--- config.mk ---
export PLATFORM = sky130hd
export DESIGN_NAME = viterbi_traceback_mem_flat
export DESIGN_NICKNAME = d
export VERILOG_FILES = /design/src/rtl/viterbi_pkg.sv /design/src/rtl/viterbi_traceback_mem_if.sv /design/src/rtl/vit_survivor_ram.sv /design/src/rtl/viterbi_traceback_mem.sv /design/src/flat_wrapper.sv
export SDC_FILE = /design/constraint.sdc
export NUM_CORES = 1
export LEC_CHECK = 0
export CAP_MARGIN = 20
export CELL_PAD_IN_SITES_DETAIL_PLACEMENT = 1
export CELL_PAD_IN_SITES_GLOBAL_PLACEMENT = 1
export CORE_ASPECT_RATIO = 0.6
export CORE_MARGIN = 1.5
export CORE_UTILIZATION = 50
export CTS_CLUSTER_SIZE = 24
export DETAILED_ROUTE_END_ITERATION = 12
export GPL_TIMING_DRIVEN = 0
export PLACE_DENSITY = 0.86
export SLEW_MARGIN = 20
export SYNTH_ARGS = -nofsm -noshare
export SYNTH_HDL_FRONTEND = slang
export SYNTH_SLANG_ARGS = --single-unit
--- constraint.sdc ---
create_clock -name clk -period 2.08 [get_ports clk]
set_clock_uncertainty 0.05 [all_clocks]
set_input_delay 0.416 -clock clk [delete_from_list [all_inputs] [get_ports clk]]
set_output_delay 0.416 -clock clk [all_outputs]
set_load 0.01 [all_outputs]
--- src/rtl/viterbi_pkg.sv ---
// Shared Viterbi definitions: trellis sizing helpers, state type, predecessor
// function (also used by the ACS unit) and the traceback FSM encoding.
package viterbi_pkg;

  localparam int unsigned MAX_SW = 16;

  typedef logic [MAX_SW-1:0] vit_state_t;

  typedef enum logic [1:0] {
    TB_IDLE,
    TB_TRACE,
    TB_DONE
  } tb_fsm_e;

  function automatic int unsigned vit_ns(input int unsigned k);
    return 32'd1 << (k - 1);
  endfunction

  function automatic int unsigned vit_sw(input int unsigned k);
    return k - 1;
  endfunction

  // Predecessor of state s = {dec, s[SW-1:1]}; bits above sw are zero.
  function automatic vit_state_t vit_pred(input vit_state_t s, input logic dec,
                                          input int unsigned sw);
    vit_state_t p;
    p = s >> 1;
    p[sw-1] = dec;
    return p;
  endfunction

endpackage

--- src/rtl/viterbi_traceback_mem_if.sv ---
// Decision-column input and decoded-frame output handshakes.
interface viterbi_traceback_mem_if #(
  parameter int unsigned NS = 4,
  parameter int unsigned SW = 2,
  parameter int unsigned D  = 8
);
  logic          dec_valid;
  logic [NS-1:0] dec_bits;
  logic [SW-1:0] best_state;
  logic          in_ready;
  logic          out_valid;
  logic [D-1:0]  out_data;
  logic          out_ready;

  modport master (
    output dec_valid, dec_bits, best_state, out_ready,
    input  in_ready, out_valid, out_data
  );

  modport slave (
    input  dec_valid, dec_bits, best_state, out_ready,
    output in_ready, out_valid, out_data
  );
endinterface

--- src/rtl/vit_survivor_ram.sv ---
// Two ping-pong banks of D decision columns, NS bits each.
// Single write port, combinational column read. Contents are not reset.
module vit_survivor_ram #(
  parameter int unsigned NS = 4,
  parameter int unsigned D  = 8,
  localparam int unsigned CW = (D > 1) ? $clog2(D) : 1
) (
  input  logic          clk,
  input  logic          we,
  input  logic          wr_bank,
  input  logic [CW-1:0] wr_col,
  input  logic [NS-1:0] wr_data,
  input  logic          rd_bank,
  input  logic [CW-1:0] rd_col,
  output logic [NS-1:0] rd_data
);

  logic [NS-1:0] mem [2][D];

  // Store an accepted decision column.
  always_ff @(posedge clk) begin
    if (we) mem[wr_bank][wr_col] <= wr_data;
  end

  assign rd_data = mem[rd_bank][rd_col];

endmodule

--- src/rtl/viterbi_traceback_mem.sv ---
// Survivor-path memory and traceback: buffers decision columns in two banks,
// traces each full frame back from its start state and emits the decoded word.
module viterbi_traceback_mem
  import viterbi_pkg::*;
#(
  parameter int unsigned K        = 3,
  parameter int unsigned TB_DEPTH = 8,
  parameter bit          TERM     = 1'b0
) (
  input logic                    clk,
  input logic                    rst,
  viterbi_traceback_mem_if.slave bus
);

  localparam int unsigned NS = vit_ns(K);
  localparam int unsigned SW = vit_sw(K);
  localparam int unsigned D  = TB_DEPTH;
  localparam int unsigned CW = (D > 1) ? $clog2(D) : 1;

  logic          wr_bank_q, wr_bank_d;
  logic [CW-1:0] wr_col_q, wr_col_d;
  logic [1:0]    bank_full_q, bank_full_d;
  logic [SW-1:0] start_q [2];
  logic [SW-1:0] start_d [2];
  logic          rd_bank_q, rd_bank_d;
  tb_fsm_e       fsm_q, fsm_d;
  logic [SW-1:0] s_q, s_d;
  logic [CW-1:0] col_q, col_d;
  logic [D-1:0]  tb_bits_q, tb_bits_d;
  logic          out_valid_q, out_valid_d;
  logic [D-1:0]  out_data_q, out_data_d;

  logic          in_ready;
  logic          wr_en;
  logic          wr_last;
  logic [NS-1:0] rd_col;

  assign in_ready      = !bank_full_q[wr_bank_q];
  assign wr_en         = bus.dec_valid && in_ready;
  assign wr_last       = (wr_col_q == CW'(D - 1));
  assign bus.in_ready  = in_ready;
  assign bus.out_valid = out_valid_q;
  assign bus.out_data  = out_data_q;

  vit_survivor_ram #(
    .NS(NS),
    .D (D)
  ) u_ram (
    .clk    (clk),
    .we     (wr_en),
    .wr_bank(wr_bank_q),
    .wr_col (wr_col_q),
    .wr_data(bus.dec_bits),
    .rd_bank(rd_bank_q),
    .rd_col (col_q),
    .rd_data(rd_col)
  );

  // Next state for the write pointer, bank flags and traceback FSM.
  always_comb begin
    wr_bank_d   = wr_bank_q;
    wr_col_d    = wr_col_q;
    bank_full_d = bank_full_q;
    start_d     = start_q;
    rd_bank_d   = rd_bank_q;
    fsm_d       = fsm_q;
    s_d         = s_q;
    col_d       = col_q;
    tb_bits_d   = tb_bits_q;
    out_valid_d = out_valid_q && !bus.out_ready;
    out_data_d  = out_data_q;

    if (wr_en) begin
      if (wr_last) begin
        bank_full_d[wr_bank_q] = 1'b1;
        start_d[wr_bank_q]     = TERM ? '0 : bus.best_state;
        wr_bank_d              = !wr_bank_q;
        wr_col_d               = '0;
      end else begin
        wr_col_d = wr_col_q + 1'b1;
      end
    end

    case (fsm_q)
      TB_IDLE: begin
        if (bank_full_q[rd_bank_q]) begin
          fsm_d = TB_TRACE;
          s_d   = start_q[rd_bank_q];
          col_d = CW'(D - 1);
        end
      end
      TB_TRACE: begin
        tb_bits_d[col_q] = s_q[0];
        s_d   = SW'(vit_pred(vit_state_t'(s_q), rd_col[s_q], SW));
        col_d = col_q - 1'b1;
        if (col_q == '0) begin
          bank_full_d[rd_bank_q] = 1'b0;
          rd_bank_d              = !rd_bank_q;
          fsm_d                  = TB_DONE;
        end
      end
      TB_DONE: begin
        if (!out_valid_q || bus.out_ready) begin
          out_data_d  = tb_bits_q;
          out_valid_d = 1'b1;
          fsm_d       = TB_IDLE;
        end
      end
      default: fsm_d = TB_IDLE;
    endcase
  end

  // State registers; reset discards every buffered and in-flight frame.
  always_ff @(posedge clk or negedge rst) begin
    if (!rst) begin
      wr_bank_q   <= 1'b0;
      wr_col_q    <= '0;
      bank_full_q <= '0;
      start_q[0]  <= '0;
      start_q[1]  <= '0;
      rd_bank_q   <= 1'b0;
      fsm_q       <= TB_IDLE;
      s_q         <= '0;
      col_q       <= '0;
      tb_bits_q   <= '0;
      out_valid_q <= 1'b0;
      out_data_q  <= '0;
    end else begin
      wr_bank_q   <= wr_bank_d;
      wr_col_q    <= wr_col_d;
      bank_full_q <= bank_full_d;
      start_q     <= start_d;
      rd_bank_q   <= rd_bank_d;
      fsm_q       <= fsm_d;
      s_q         <= s_d;
      col_q       <= col_d;
      tb_bits_q   <= tb_bits_d;
      out_valid_q <= out_valid_d;
      out_data_q  <= out_data_d;
    end
  end

endmodule

--- src/flat_wrapper.sv ---
// flat-port wrapper written by rule: the top's interface ports become plain ports
module viterbi_traceback_mem_flat import viterbi_pkg::*;
#(
  parameter int unsigned K        = 3,
  parameter int unsigned TB_DEPTH = 8,
  parameter bit          TERM     = 1'b0
)
  (clk, rst, bus_dec_valid, bus_dec_bits, bus_best_state, bus_out_ready, bus_in_ready, bus_out_valid, bus_out_data);
  viterbi_traceback_mem_if #(.NS(4), .SW(2), .D(8)) bus_i ();
  input logic clk;
  input logic rst;
  input wire logic [$bits(bus_i.dec_valid)-1:0] bus_dec_valid;
  input wire logic [$bits(bus_i.dec_bits)-1:0] bus_dec_bits;
  input wire logic [$bits(bus_i.best_state)-1:0] bus_best_state;
  input wire logic [$bits(bus_i.out_ready)-1:0] bus_out_ready;
  output wire logic [$bits(bus_i.in_ready)-1:0] bus_in_ready;
  output wire logic [$bits(bus_i.out_valid)-1:0] bus_out_valid;
  output wire logic [$bits(bus_i.out_data)-1:0] bus_out_data;
  assign bus_i.dec_valid = bus_dec_valid;
  assign bus_i.dec_bits = bus_dec_bits;
  assign bus_i.best_state = bus_best_state;
  assign bus_i.out_ready = bus_out_ready;
  assign bus_in_ready = bus_i.in_ready;
  assign bus_out_valid = bus_i.out_valid;
  assign bus_out_data = bus_i.out_data;
  viterbi_traceback_mem #(.K(K), .TB_DEPTH(TB_DEPTH), .TERM(TERM)) u_core (.clk(clk), .rst(rst), .bus(bus_i));
endmodule
# [Word level (Yosys, flattened, before mapping)]
# Memory sizes are Yosys's and may differ from the RTL's.
# Index checks and enable logic that the tools add are counted.
[op_classes] n_reduce_logical=21 n_bitwise=7 n_eq_ne=6 magnitude_cmp=13 addsub=2 n_mux=41
[op_table] cell="two-way mux 32 bit" n=1
[op_table] cell="two-way mux 2 bit" n=12
[op_table] cell="binary-select mux 4 bit (select 3 bit)" n=1
[op_table] cell="demux 4 bit (select 3 bit)" n=1
[op_table] cell="two-way mux 4 bit" n=3
[op_table] cell="two-way mux 1 bit" n=11
[op_table] cell="bitwise mux 8 bit" n=1
[op_table] cell="greater-or-equal comparator 4 bit (second input constant)" n=2
[op_table] cell="NOT 3 -> 4 bit" n=2
[op_table] cell="AND reduction 2 bit" n=4
[op_table] cell="logical AND 1 bit" n=7
[op_table] cell="two-way mux 3 bit" n=2
[op_table] cell="inequality test 2 x 1 -> 1 bit (second input constant)" n=3
[op_table] cell="one-hot mux 2 bit (3 select lines)" n=1
[op_table] cell="one-hot mux 3 bit (2 select lines)" n=1
[op_table] cell="logical NOT 1 bit" n=5
[op_table] cell="bitwise mux 4 bit" n=1
[op_table] cell="greater-or-equal comparator 2 bit (second input constant)" n=2
[op_table] cell="< comparator 1 x 2 -> 1 bit (second input constant)" n=2
[op_table] cell="< comparator 3 x 4 -> 1 bit (second input constant)" n=1
[op_table] cell="< comparator 4 x 1 -> 1 bit (second input constant)" n=1
[op_table] cell="NOT 1 -> 2 bit" n=2
[op_table] cell="one-hot mux 2 bit (2 select lines)" n=1
[op_table] cell="adder 3 x 1 -> 3 bit (second input constant)" n=1
[op_table] cell="other kinds (20)" n=22
[word_totals] n_memories=1 regBits=35 input_bits=10 ram_bits=64 output_inout_bits=10
[memory_table] memory="u_core.u_ram.mem" depth=2 word_bits=32 rd=1 rd_ports_with_merged_regs=0 write_ports=1 line_no="vit_survivor_ram.sv:18" source="logic [NS-1:0] mem [2][D];"

# [Longest topological paths before layout]
# Gate-level depths: netlist of run 1.
[depth] ltp_word=10 ltp_mapped=8 depth_no_buf=5

# [Hierarchy]
# From an unflattened synthesis of run 1, not the netlist that was laid out.
[unflattened] hier_cells=261 hier_area_um2=4284.1
[modules_own_cells] module="vit_survivor_ram" n_inst=1 area_each_um2=2608.8 seq_area_each_um2=1921.8 cells_per_inst=131
[modules_own_cells] module="viterbi_traceback_mem" n_inst=1 area_each_um2=1675.4 seq_area_each_um2=875.8 cells_per_inst=130

# [Worst setup path after synthesis of run 1]
# No wires, ideal clock.
[synth_timing] path_kind="register -> register" from="register u_core.wr_bank_q" to="memory u_core.u_ram.mem[0][28] (netlist bit) (enable)" t_required_ps=1651 arrival_ps=1589 n_path_buf=0 path_stages_with_launch=5 path_slack_ps=62 setup_time_ps=379 cell_sequence="dfrtp_1 -> mux2i_1 -> nand2_1 -> nor2_1 -> nor4b_1"
[synth_via] elab_chain_len=6
[synth_rtl] item="from (decl)" line_no="viterbi_traceback_mem.sv:20" source="logic wr_bank_q, wr_bank_d;"
[synth_rtl] item="from (signal assigned)" line_no="viterbi_traceback_mem.sv:129" source="wr_bank_q <= wr_bank_d;"
[synth_rtl] item="two-way mux 1 bit (not written as such) (2 in series)" line_no="viterbi_traceback_mem.sv:38" source="assign in_ready = !bank_full_q[wr_bank_q];"
[synth_rtl] item="logical NOT 1 bit" line_no="viterbi_traceback_mem.sv:38"
[synth_rtl] item="via bus_in_ready" line_no="flat_wrapper.sv:16" source="output wire logic [$bits(bus_i.in_ready)-1:0] bus_in_ready;"
[synth_rtl] item="logical AND 1 bit" line_no="viterbi_traceback_mem.sv:39" source="assign wr_en = bus.dec_valid && in_ready;"
[synth_rtl] item="two-way mux 1 bit" line_no="vit_survivor_ram.sv:22" source="if (we) mem[wr_bank][wr_col] <= wr_data;"
[synth_rtl] item="two-way mux 32 bit (not written as such)" line_no="vit_survivor_ram.sv:22"
[synth_rtl] item="to (decl)" line_no="vit_survivor_ram.sv:18"
# The timed path passes the listed nets, and every way through them passes these cells. The select of a mux whose other input is x is not followed.

# [Final worst setup path of run 1]
[layout_timing] from="register u_core.wr_bank_q" to="memory u_core.u_ram.mem[1][31] (netlist bit) (enable)"
[layout_via] elab_chain_len=6
[layout_rtl] item="two-way mux 1 bit (not written as such) (2 in series)" line_no="viterbi_traceback_mem.sv:38"
[layout_rtl] item="logical NOT 1 bit" line_no="viterbi_traceback_mem.sv:38"
[layout_rtl] item="logical AND 1 bit" line_no="viterbi_traceback_mem.sv:39"
[layout_rtl] item="two-way mux 1 bit" line_no="vit_survivor_ram.sv:22"
[layout_rtl] item="two-way mux 32 bit (not written as such)" line_no="vit_survivor_ram.sv:22"
# Parallel ways exist; a longest one is shown, timed or not. The select of a mux whose other input is x is not followed.

==> flow_summary.ini, run 1 <==
[sta]
max_freq_mhz = 464
setup_slack_ns = -0.0730
min_period_ns = 2.15
max_slew_margin = 0.574
drv_slew = 0
rsz0062_at_grt = true
hold_ws_ns = 0.437
tns_ns = -0.399
setup_violations = 12
fin_crit_sh = 1.04
tightest_slew_ns = 0.637
finalHoldViolCount = 0

[logic_synthesis]
synth.top_cell.area_share = 0.470
synth-seq-cells = 99
yosys.cell_types.count = 35
muxShareOfSynthArea = 0.150
synth_top_family_by_area = multiplexers
yosys.area_share.simple = 0.0884
synth_nets = 278
synth_area_leaders = edfxtp_1 (47%), dfrtp_1 (21%), mux4_2 (8.8%)
syn-instance-count = 264
seq_area_frac_synth = 0.684
synthAdderAreaFrac = 0.0122
ys_warn_count = 0
avgSynthCellArea_um2 = 15.5
yosysTopAreaCell = edfxtp_1
synth-compound-area-share = 0.0389
syn_area_um2 = 4090
synth_xor_area_frac = 0.00428

[clock_tree]
worstSkewPairLatency_ns = 0.35
htree_levels = 3
cts_tree = done
clk_pin_slew_ns = 0.07
cts_buffers = 9
cts-root-buf = clkbuf_16
cts_buffer_depth = 2
clock-sinks = 99

[routing]
vias = 2387
firstDrtPassIters = 4
drc = 0
final_antenna_net_count = 0
via_per_inst = 5.75
drt_iter0_drc = 139
drt-wirelength-per-cell_um = 23.5
drt-total-wl_um = 9770

[global_route]
grt_first_pass_wirelength_um = 15100
grt_pass1_vias = 2497
grtUsageTotal = 0.246
antenna_found_initial = 0
gr-total-overflow = 0
grt_max_degree = 24

[place]
gp_congestion = 0.810
place_inst = 392
dpl_worst_slack_ns = -0.576
post_dp_cell_area_um2 = 4440
io_buffers = 19
dp_hpwl_um = 6700

[worst_setup_path]
critPathMaxFanout = 10
cp-end-kind = flip-flop
critPathArrivalTime_ns = 2.09
start_kind = flip-flop
crit_required_ns = 2.02
crit_type = reg -> reg

[status]
status = finished, violations left
violations = negative setup slack

[final_layout]
stdcell_count = 415
final_nets = 316
antenna_cells = 0
area_delta_synth_final_pct = 20.0
design_area_um2 = 4910
final_cell_mix = edfxtp_1 (64), dfrtp_1 (34), nand2_1 (24), mux2_2 (17), clkdlybuf4s50_1 (17)
final_common_cell = edfxtp_1
utilization = 0.620
drive_gt1_frac = 0.267

[die]
die_height_um = 73.1
initial_core_util = 0.517
std_cell_rows = 25
die-area_um2 = 8750
die_w_um = 120
boundaryPins = 20
core-area_um2 = 7910

[pwr]
p_per_area_nw_per_um2 = 1450
power_mw = 7.10
ir_drop_mv = 0.768
leakage_nw = 1.80

[flow_run]
maxCapViolCount = 0

[worst_hold_path]
hold_path.class = reg -> reg
## area by class of cell
cell class / instances / area [um2]
fill: 721 / 3010
buffer: 11 / 83.8
multi-input combinational: 147 / 1290
clock buffer: 9 / 225
tap: 108 / 135
inverter: 7 / 26.3
sequential: 99 / 2800
timing repair buffer: 27 / 270
clock inverter: 7 / 76.3
## per-layer routing
layer / global-route usage / share of wire / vias up
met2: 0.403 / 0.48 / 49
li1: - / - / 1078
met3: 0.0531 / 0.049 / 10
met1: 0.339 / 0.46 / 1250
met4: 0.0754 / 0.013 / 0
met5: 0 / 0 / -
## timing repair
| action | 4_1_cts | 5_1_grt |
|---|---|---|
| hold buffers | 1 | 0 |
| buffers inserted | 0 | 6 |
| hold endpoints to repair | 12 | 0 |
| gates resized for setup | 8 | 23 |
| setup endpoints to repair | 35 | 67 |
## final timing paths
check                                                     start                                end  slack [ns]  cells after the start
max in group asynchronous                                   rst     u_core.wr_col_q[1]$_DFFE_PN0N_        1.07                      3
worst max-delay path               u_core.wr_bank_q$_DFFE_PN0P_  u_core.u_ram.mem[1][31]$_DFFE_PP_       -0.07                      3
min in group asynchronous                                   rst        u_core.col_q[1]$_DFFE_PN0P_        0.46                      2
worst max register to register     u_core.wr_bank_q$_DFFE_PN0P_  u_core.u_ram.mem[1][31]$_DFFE_PP_       -0.07                      3
worst min-delay path            u_core.tb_bits_q[3]$_DFFE_PN0P_    u_core.tb_bits_q[3]$_DFFE_PN0P_        0.44                      2
worst min register to register  u_core.tb_bits_q[3]$_DFFE_PN0P_    u_core.tb_bits_q[3]$_DFFE_PN0P_        0.44                      2
## cell usage after synthesis (all sizes together)
| library cell | n |
|---|---|
| mux2 | 17 |
| nand2b | 5 |
| o21ai | 11 |
| inv | 7 |
| a22oi | 2 |
| nor3 | 6 |
| dfrtp | 35 |
| a31oi | 2 |
| o22a | 1 |
| a32oi | 1 |
| a22o | 2 |
| a221oi | 1 |
| nand3 | 10 |
| a2111oi | 1 |
| edfxtp | 64 |
| nand2 | 25 |
| mux2i | 6 |
| a21oi | 2 |
| buf | 5 |
| nor2b | 2 |
| a21o | 1 |
| ha | 4 |
| nor2 | 19 |
| mux4 | 16 |
| and2 | 2 |
| nand4b | 2 |
| nor4 | 3 |
| clkbuf | 6 |
| xnor2 | 2 |
| nand3b | 2 |
| nor4b | 1 |
| o22ai | 1 |
## report_power, final
part	internal [mW]	switching, mW	total [mW]	leakage [nW]
combinational	1.18	1.43	2.61	0.643
clock	0.943	0.748	1.69	0.148
sequential	2.51	0.286	2.80	1.01
## state kept, by name, indices dropped and copies added, names as in the netlist
name	cells
u_core.wr_bank_q	1
u_core.col_q	3
u_core.fsm_q	2
u_core.bus.out_valid	1
u_core.u_ram.mem	64
u_core.bus.out_data	8
u_core.start_q	4
u_core.wr_col_q	3
u_core.s_q	2
u_core.bank_full_q	2
u_core.rd_bank_q	1
u_core.tb_bits_q	8
## worst max-delay path, stage by stage (launching register included)
cell and delay [ns]:
dfrtp_1 0.40, clkbuf_1 0.51, nand2b_1 0.31, nor4_2 0.51
## cell families (layout without fill, tap and decap cells)
logic type | after synthesis | in the layout
AO/OA/AOI/OAI | 25 | 25
flip-flops | 99 | 99
multiplexers | 39 | 39
AND/OR/NAND/NOR | 77 | 77
adder cells (fa/ha/maj) | 4 | 4
buffers and inverters | 18 | 61
XOR/XNOR | 2 | 2
Power figures use the tool's default switching activity.
==> run 2: changes to the inputs <==
- ABC_AREA: unset -> 1
- CORE_UTILIZATION: 50 -> 47
==> flow_summary.ini, run 2 <==
[global_route]
grt_pass1_vias = 3454
gr-total-overflow = 0
grt_max_degree = 31
antenna_found_initial = 0
grtUsageTotal = 0.261
grt_first_pass_wirelength_um = 19000

[sta]
min_period_ns = 1.92
fin_crit_sh = 0.925
max_freq_mhz = 520
finalHoldViolCount = 0
max_slew_margin = 0.364
setup_violations = 0
tightest_slew_ns = 0.954
tns_ns = 0
rsz0062_at_grt = false
drv_slew = 0

[logic_synthesis]
synth_nets = 440
syn-instance-count = 426
yosysTopAreaCell = edfxtp_1
yosysMostFrequentCell = nand2_1
synth_flop_cell = edfxtp_1
ys_top_cells_by_count = nand2_1 (125), edfxtp_1 (64), inv_1 (48)
seq_area_frac_synth = 0.650
syn_area_um2 = 4300
ys_warn_count = 0
synth_area_leaders = edfxtp_1 (45%), dfrtp_1 (20%), nand2_1 (11%)
synth-seq-cells = 99
synth_edf_count = 64
yosys.cell_types.count = 28
async_flop_share = 0.354
synth.top_cell.area_share = 0.447
avgSynthCellArea_um2 = 10.1

[die]
boundaryPins = 20
initial_core_util = 0.496
std_cell_rows = 26
die_height_um = 77.1
core-area_um2 = 8690
die_w_um = 127
die-area_um2 = 9760

[final_layout]
drive_gt1_frac = 0.134
antenna_cells = 0
largest_register_ffs = 64
design_area_um2 = 5100
final_nets = 472
largest-register = u_core.u_ram.mem
area_delta_synth_final_pct = 18.4
final_common_cell = nand2_1
final_cell_mix = nand2_1 (125), edfxtp_1 (64), inv_1 (46), dfrtp_1 (35), nor2_1 (27)

[worst_setup_path]
critPathArrivalTime_ns = 1.89
cp-end-kind = flip-flop
crit_type = reg -> reg
crit_required_ns = 2.04
start_kind = flip-flop
critPathMaxFanout = 6

[clock_tree]
htree_levels = 3
cts-root-buf = clkbuf_16
cts_buffer_depth = 2
clock-sinks = 99
worstSkewPairLatency_ns = 0.35
cts_buffers = 9
cts_tree = done
clk_pin_slew_ns = 0.07

[routing]
final_antenna_net_count = 0
via_per_inst = 5.51
drc = 0
drt-total-wl_um = 11700
drt_iter0_drc = 264
vias = 3168
firstDrtPassIters = 4
drt-wirelength-per-cell_um = 20.4

[pwr]
power.switching_mw = 2.95
p_comb_frac = 0.383
clkPwrFrac = 0.242
swShare = 0.396
leakage_nw = 2.18
ir_drop_mv = 1.02
intPower_mw = 4.49
p_per_area_nw_per_um2 = 1460
p_seq_frac = 0.375

[place]
post_dp_cell_area_um2 = 4650
gp_congestion = 0.844
io_buffers = 19
dp_hpwl_um = 8120

[status]
status = completed

[worst_hold_path]
hold_path.class = in -> async

[flow_run]
maxCapViolCount = 0
[run 2: cell families after synthesis]
logic type / after synthesis / share of synthesized area
flip-flops: 99 / 0.650
multiplexers: 6 / 0.0154
adder cells (fa/ha/maj): 4 / 0.0116
XOR/XNOR: 2 / 0.00407
AND/OR/NAND/NOR: 200 / 0.189
AO/OA/AOI/OAI: 50 / 0.0648
buffers and inverters: 65 / 0.0654
[run 2: final cells by class]
class	instances	area (um2)
Tap cell	112	140
Clock inverter	4	45.0
Buffer	12	82.6
Sequential cell	99	2800
Clock buffer	12	279
Timing Repair Buffer	21	214
Inverter	53	199
Multi-Input combinational cell	262	1340
Fill cell	954	3590
[run 2: metrics by stage]
step	worst slack, ns	cells	total power, mW	hold slack, ns	utilization
2_1_floorplan	0.170	426	4.46	0.0704	-
4_1_cts	-0.123	575	7.31	0.377	0.577
6_report	0.156	575	7.44	0.371	0.587
3_5_place_dp	-0.351	558	5.45	0.217	0.535
3_3_place_gp	-0.266	557	5.27	0.417	0.534
5_1_grt	0.00904	575	7.88	0.388	0.587
[run 2: path summary, 6_finish.rpt]
kind | startpoint | endpoint | slack, ns | depth (start not counted)
setup / recovery | u_core.wr_bank_q$_DFFE_PN0P_ | u_core.u_ram.mem[0][26]$_DFFE_PP_ | 0.16 | 5
hold / removal | rst | u_core.bus.out_data[2]$_DFFE_PN0P_ | 0.37 | 2
setup reg to reg | u_core.wr_bank_q$_DFFE_PN0P_ | u_core.u_ram.mem[0][26]$_DFFE_PP_ | 0.16 | 5
hold reg to reg | u_core.bus.out_data[5]$_DFFE_PN0P_ | u_core.bus.out_data[5]$_DFFE_PN0P_ | 0.45 | 2
max in group asynchronous | rst | u_core.wr_col_q[1]$_DFFE_PN0N_ | 1.19 | 3
min in group clk | u_core.bus.out_data[5]$_DFFE_PN0P_ | u_core.bus.out_data[5]$_DFFE_PN0P_ | 0.45 | 2
[run 2: routing by layer]
layer	share of wire	routed length, um	track usage
met1	0.44	5210	0.363
met2	0.47	5510	0.414
met3	0.073	856	0.0614
met4	0.012	142	0.0736
met5	0	0	0
[run 2: power by group through the flow]
| stage | Sequential [mW] | Clock (mW) | Combinational (mW) |
|---|---|---|---|
| after detailed placement | 2.82 | 0 | 2.63 |
| after global placement | 2.78 | 0 | 2.49 |
| after CTS | 2.79 | 1.81 | 2.72 |
| after global routing | 2.83 | 1.88 | 3.16 |
| final | 2.79 | 1.80 | 2.85 |
| after floorplan | 2.75 | 0 | 1.71 |
[run 2: critical path, stage by stage, from the launching register on]
cell	delay, ns
dfrtp_1	0.42
mux2i_2	0.27
nand2_1	0.17
nor2_2	0.19
inv_2	0.14
nor3_2	0.34
[run 2: timing repair]
action / 4_1_cts / 5_1_grt
gates resized for setup: 7 / 20
endpoints found under the setup margin: 45 / 60
hold buffers: 1 / 0
buffers inserted: 0 / 0
hold endpoints to repair: 5 / 0
cloned: 0 / 0
pin swaps: 0 / 2
